**src/rtl/pdm_capture.sv**
```systemverilog
// PDM microphone front end: bit-clock generation, 2-flop input sync, ones-count decimation to 16-bit PCM.
// Optional clip flag output clip_o when PDM_CLIP_DETECT_EN is defined.
module pdm_capture #(
  parameter int CLK_DIV        = 25,
  parameter int DECIMATION     = 128,
  parameter int SETTLE_WINDOWS = 2
) (
  input  logic        clock_i,
  input  logic        reset_i,
  input  logic        enable_i,
  input  logic        pdm_data_i,
  output logic        pdm_clk_o,
  output logic        pdm_lrsel_o,
  output logic [15:0] sample_o,
  output logic        done_o,
  output logic        busy_o
`ifdef PDM_CLIP_DETECT_EN
  ,
  output logic        clip_o
`endif
);

  localparam int LOG2_DEC = $clog2(DECIMATION);
  localparam int DIV_W    = (CLK_DIV > 1) ? $clog2(CLK_DIV) : 1;
  localparam int SET_W    = (SETTLE_WINDOWS > 1) ? $clog2(SETTLE_WINDOWS) : 1;

  localparam int DIV_LAST_I = CLK_DIV - 1;
  localparam int BIT_LAST_I = DECIMATION - 1;
  localparam int SET_LAST_I = SETTLE_WINDOWS - 1;
  localparam int FULL_I     = DECIMATION;

  localparam logic [DIV_W-1:0]    DIV_LAST   = DIV_LAST_I[DIV_W-1:0];
  localparam logic [LOG2_DEC-1:0] BIT_LAST   = BIT_LAST_I[LOG2_DEC-1:0];
  localparam logic [SET_W-1:0]    SET_LAST   = SET_LAST_I[SET_W-1:0];
  localparam logic [LOG2_DEC:0]   FULL_COUNT = FULL_I[LOG2_DEC:0];

  typedef enum logic [1:0] {IDLE, SETTLE, RUN} state_t;

  state_t              state;
  logic                sync_q1;
  logic                sync_q2;
  logic [DIV_W-1:0]    div_cnt;
  logic [LOG2_DEC-1:0] bit_cnt;
  logic [LOG2_DEC:0]   acc;
  logic [SET_W-1:0]    settle_cnt;

  logic                bit_edge;
  logic                win_end;
  logic [LOG2_DEC:0]   count_next;
  logic [16:0]         scaled;
  logic [15:0]         sample_next;

  // A bit is taken on the system edge where the registered bit clock falls.
  assign bit_edge    = pdm_clk_o && (div_cnt == DIV_LAST);
  assign win_end     = bit_edge && (bit_cnt == BIT_LAST);
  assign count_next  = acc + {{LOG2_DEC{1'b0}}, sync_q2};
  assign scaled      = {{(16 - LOG2_DEC){1'b0}}, count_next} << (16 - LOG2_DEC);
  assign sample_next = scaled[16] ? 16'hFFFF : scaled[15:0];

  assign pdm_lrsel_o = 1'b0;

  // Disable takes priority over everything, including a window ending on the same edge.
  always_ff @(posedge clock_i or negedge reset_i) begin
    if (!reset_i) begin
      state      <= IDLE;
      sync_q1    <= 1'b0;
      sync_q2    <= 1'b0;
      div_cnt    <= '0;
      bit_cnt    <= '0;
      acc        <= '0;
      settle_cnt <= '0;
      pdm_clk_o  <= 1'b0;
      sample_o   <= '0;
      done_o     <= 1'b0;
      busy_o     <= 1'b0;
`ifdef PDM_CLIP_DETECT_EN
      clip_o     <= 1'b0;
`endif
    end else begin
      sync_q1 <= pdm_data_i;
      sync_q2 <= sync_q1;
      done_o  <= 1'b0;
      if (!enable_i) begin
        state      <= IDLE;
        busy_o     <= 1'b0;
        pdm_clk_o  <= 1'b0;
        div_cnt    <= '0;
        bit_cnt    <= '0;
        acc        <= '0;
        settle_cnt <= '0;
      end else if (state == IDLE) begin
        state      <= (SETTLE_WINDOWS == 0) ? RUN : SETTLE;
        busy_o     <= 1'b1;
        pdm_clk_o  <= 1'b0;
        div_cnt    <= '0;
        bit_cnt    <= '0;
        acc        <= '0;
        settle_cnt <= '0;
`ifdef PDM_CLIP_DETECT_EN
        clip_o     <= 1'b0;
`endif
      end else begin
        if (div_cnt == DIV_LAST) begin
          div_cnt   <= '0;
          pdm_clk_o <= ~pdm_clk_o;
        end else begin
          div_cnt <= div_cnt + DIV_W'(1);
        end

        if (bit_edge) begin
          if (win_end) begin
            bit_cnt <= '0;
            acc     <= '0;
            if (state == RUN) begin
              sample_o <= sample_next;
              done_o   <= 1'b1;
`ifdef PDM_CLIP_DETECT_EN
              if ((count_next == '0) || (count_next == FULL_COUNT)) begin
                clip_o <= 1'b1;
              end
`endif
            end else if (settle_cnt == SET_LAST) begin
              state      <= RUN;
              settle_cnt <= '0;
            end else begin
              settle_cnt <= settle_cnt + SET_W'(1);
            end
          end else begin
            bit_cnt <= bit_cnt + LOG2_DEC'(1);
            acc     <= count_next;
          end
        end
      end
    end
  end

endmodule

```
**config.mk**
```make
export PLATFORM = sky130hd
export DESIGN_NAME = pdm_capture
export DESIGN_NICKNAME = d
export VERILOG_FILES = /design/src/rtl/pdm_capture.sv
export SDC_FILE = /design/constraint.sdc
export NUM_CORES = 1
export LEC_CHECK = 0
export BUFFER_PORTS_ARGS = -buffer_cell sky130_fd_sc_hd__buf_2
export CORE_MARGIN = 2
export CORE_UTILIZATION = 55
export DETAILED_ROUTE_END_ITERATION = 6
export PLACE_DENSITY = 0.75
export SLEW_MARGIN = 20
export SYNTH_ARGS = -nofsm -noshare
export SYNTH_HDL_FRONTEND = slang
export SYNTH_SLANG_ARGS = --single-unit
```
**constraint.sdc**
```tcl
create_clock -name clock_i -period 2.32 [get_ports clock_i]
set_input_delay 0.232 -clock clock_i [delete_from_list [all_inputs] [get_ports clock_i]]
set_output_delay 0.232 -clock clock_i [all_outputs]
set_load 0.01 [all_outputs]
```
==> out/results.ini <==
[critical_path]
end_kind = flop
worstPathMaxFanout = 13
critPathBufInv = 2
required_ns = 2.61
ff2ff_path_depth = 7
reg2reg_to = acc[1]
r2r_setup_slack_ns = 0.21
max_stage_delay_ns = 0.68
path_cells = inv_1 > ha_1 > and4b_1 > a21oi_1 > buf_4 > nand2_1 > o21ai_0
crit_type = flop to flop
critPathTopFamily = compound AO/OA/AOI/OAI gates
timing.rr.start = div_cnt[0]
cp_slowest_cell = a21oi_1
cp.arrival_ns = 2.40
worstSetupStartpointType = flop

[clock_network]
cts_buffer_depth = 2
cts_sinks = 36
clk_pin_slew_worst_paths_ns = 0.12
cts_resized = 0
post-cts-setup-buffers = 0
cts_tree = built
cts_buffers = 5
insertion_delay_ns = 0.37
h-tree-depth = 2
clockRootBuffer = clkbuf_4

[min_path]
hold_start = enable_i
hold_end = busy_o
hold_class = input port to flop
whs_path_depth = 2

[yosys]
syn_area_per_cell_sq_um = 10.1
syn-num-nets = 181
ys_seq_elements = 36
synth_edf_count = 0
synthArstFlopShare_pct = 100
yosys_warnings = 0
synthesis.area_sq_um = 1740
synth_flop_cell = dfrtp_1
yosysSeqAreaShare_pct = 51.9
syn_inst = 172
yosysUniqueCellTypes = 36

[final_layout]
drive_above_1_share_pct = 19.4
final_nets = 204
antenna_cells = 0
fin_cells = 240
multi_input_area_sq_um = 721
seq_area_sq_um = 901
fill_cells = 257
areaGrowthSynthToFinish_pct = 12.0

[timing]
max_slew.worst_pin.slew_ns = 0.836
clock_skew_ns = 0.0125
max_freq_mhz = 474
setup_viol = 0
drv_slew = 0
setup_tns_ns = 0
finalCriticalPeriod_ns = 2.11
rsz0062_at_grt = false
finalCritPeriodShare_pct = 91.0
hold_violations = 0
timing.slew.headroom_pct = 44.2

[floorplan]
io_pins = 24
rows = 20
core_sq_um = 3030
die_w_um = 60.2
die_area_sq_um = 3620
start_util_pct = 57.3
die_h_um = 60.2

[global_route]
grt_pass1_wl_um = 5750
grt_max_degree = 37
antenna_found_initial = 0
grt_usage_pct = 21.9
grt_pass1_vias = 1292
globalRoute.totalOverflow = 0

[detailed_routing]
first_iter_violations = 55
firstDrtPassIters = 4
post-route-drc-count = 0
vias = 1303
wl_per_cell_um = 13.4
postRouteAntennaNets = 0
drt-total-wl_um = 3210
viasPerCell = 5.43

[power]
pwr-share-seq_pct = 56.8
total_leakage_power_nw = 0.931
internal-power_mw = 0.870
power_density_nw_per_um2 = 577
comb_power_share_pct = 3.8
power.switching_mw = 0.251
ir_drop_mv = 0.332
p_sw_share_pct = 22.4
clkPwrFrac_pct = 39.4

[placed_design]
gp_congestion = 0.777
dp_hpwl_um = 2250
dpl.cell_count = 230
portBuffers = 22

[run_status]
outcome = completed

[run]
cap_violations = 0

==> metrics by stage <==
step,hold WS [ns],power [mW],worst slack [ns],instance area [sq um],utilization [%]
final,0.149,1.12,0.209,1940,64.2
after global routing,0.134,1.17,0.0335,1940,64.2
after CTS,0.126,1.14,0.207,1940,64.2
after detailed placement,0.343,0.690,0.234,1840,60.9
after global placement,0.339,0.687,0.356,1840,60.9
after floorplan,-0.0636,0.667,0.530,1740,-
==> cell usage after synthesis, types with 2 or more instances <==
library cell	count	area, sq um
a211oi_1	2	15.0
a21o_1	2	15.0
a21oi_1	16	80.1
and2_1	2	12.5
buf_4	10	75.1
dfrtp_1	36	901
ha_1	5	62.6
inv_1	9	33.8
nand2_1	12	45.0
nand2b_1	2	12.5
nand3_1	10	50.1
nor2_1	18	67.6
nor4_1	3	18.8
o21a_1	2	15.0
o21ai_0	12	60.1
or2_2	2	12.5
or3_1	4	25.0
xnor2_1	4	35.0
xor2_1	4	35.0
==> how the worst max path moves through the flow <==
| stage | from | to | slack (ns) | cells past startpoint |
|---|---|---|---|---|
| after global routing | div_cnt[0] | bit_cnt[2] | 0.03 | 6 |
| final | div_cnt[0] | acc[1] | 0.21 | 7 |
| after CTS | div_cnt[0] | acc[1] | 0.21 | 7 |
| after global placement | div_cnt[0] | acc[1] | 0.36 | 7 |
| after detailed placement | div_cnt[0] | acc[1] | 0.23 | 7 |
| after floorplan | div_cnt[0] | sample_o[14] | 0.53 | 7 |
==> routing by layer <==
metal | vias up | track usage, % | part of all wire (%) | wire (um)
met4 | 0 | 13.0 | 2.7 | 87
li1 | 636 | - | - | -
met1 | 622 | 27.1 | 45 | 1450
met2 | 37 | 34.0 | 47 | 1510
met3 | 8 | 5.84 | 5.1 | 165
met5 | - | 0 | 0 | 0
==> layout make-up <==
type | instances | share of cell area [%]
timing repair buffer | 27 | 7.86
clock buffer | 5 | 1.93
inverter | 9 | 1.74
multi-input combinational | 116 | 37.1
clock inverter | 3 | 2.19
tap | 44 | 2.83
sequential | 36 | 46.4
==> logic make-up (layout without fill, tap and decap cells) <==
group	count (synthesis)	in the layout	synth area share, %
AO/OA/AOI/OAI	40	40	13.8
XOR/XNOR	8	8	4.04
adder cells (fa/ha/maj)	5	5	3.60
buffers and inverters	20	44	6.56
flip-flops	36	36	51.9
other	1	1	0.216
AND/OR/NAND/NOR	62	62	19.9
==> worst register-to-register path: cells and delay by family, from the launching register on <==
| family | cells | cell delay, ns |
|---|---|---|
| AOI/OAI and AO/OA | 2 | 0.77 |
| buffers and inverters | 2 | 0.34 |
| and+or+nand+nor | 2 | 0.30 |
| DFF | 1 | 0.41 |
| adders and majority gates | 1 | 0.23 |
==> layout by cell type (no fill, tap or decap), drive strengths merged <==
cell type	Yosys	routed
a211o	1	1
a211oi	2	2
a21o	2	2
a21oi	16	16
a31oi	1	1
a41o	1	1
and2	2	2
and3	1	1
and4b	1	1
buf	11	25
bufinv	0	1
clkbuf	0	5
clkinv	0	1
clkinvlp	0	1
conb	1	1
dfrtp	36	36
dlygate4sd3	0	2
ha	5	5
inv	9	9
nand2	12	12
nand2b	2	2
nand3	10	10
nand3b	1	1
nand4	1	1
nand4b	2	2
nor2	18	18
nor4	4	4
nor4bb	1	1
o21a	2	2
o21ai	13	13
o31ai	1	1
o41ai	1	1
or2	2	2
or3	4	4
or4	1	1
xnor2	4	4
xor2	4	4
==> sequential cells by signal, summed over array words and instances (netlist names) <==
register / cells
pdm_clk_o: 1
acc: 8
div_cnt: 5
bit_cnt: 7
state: 2
sync_q2: 1
done_o: 1
busy_o: 1
sample_o: 8
sync_q1: 1
settle_cnt: 1
==> power by group through the flow <==
stage	registers (mW)	logic, mW	clock network (mW)
2_1_floorplan	0.649	0.0179	0
3_3_place_gp	0.649	0.0389	0
3_5_place_dp	0.649	0.0407	0
4_1_cts	0.637	0.0433	0.457
5_1_grt	0.638	0.0488	0.482
6_report	0.637	0.0423	0.442
==> timing repair <==
item | 4_1_cts | 5_1_grt
hold buffers | 2 | 0
endpoints found under the hold margin | 37 | 0
setup endpoints to repair | 0 | 0
Power figures use the tool's default switching activity.
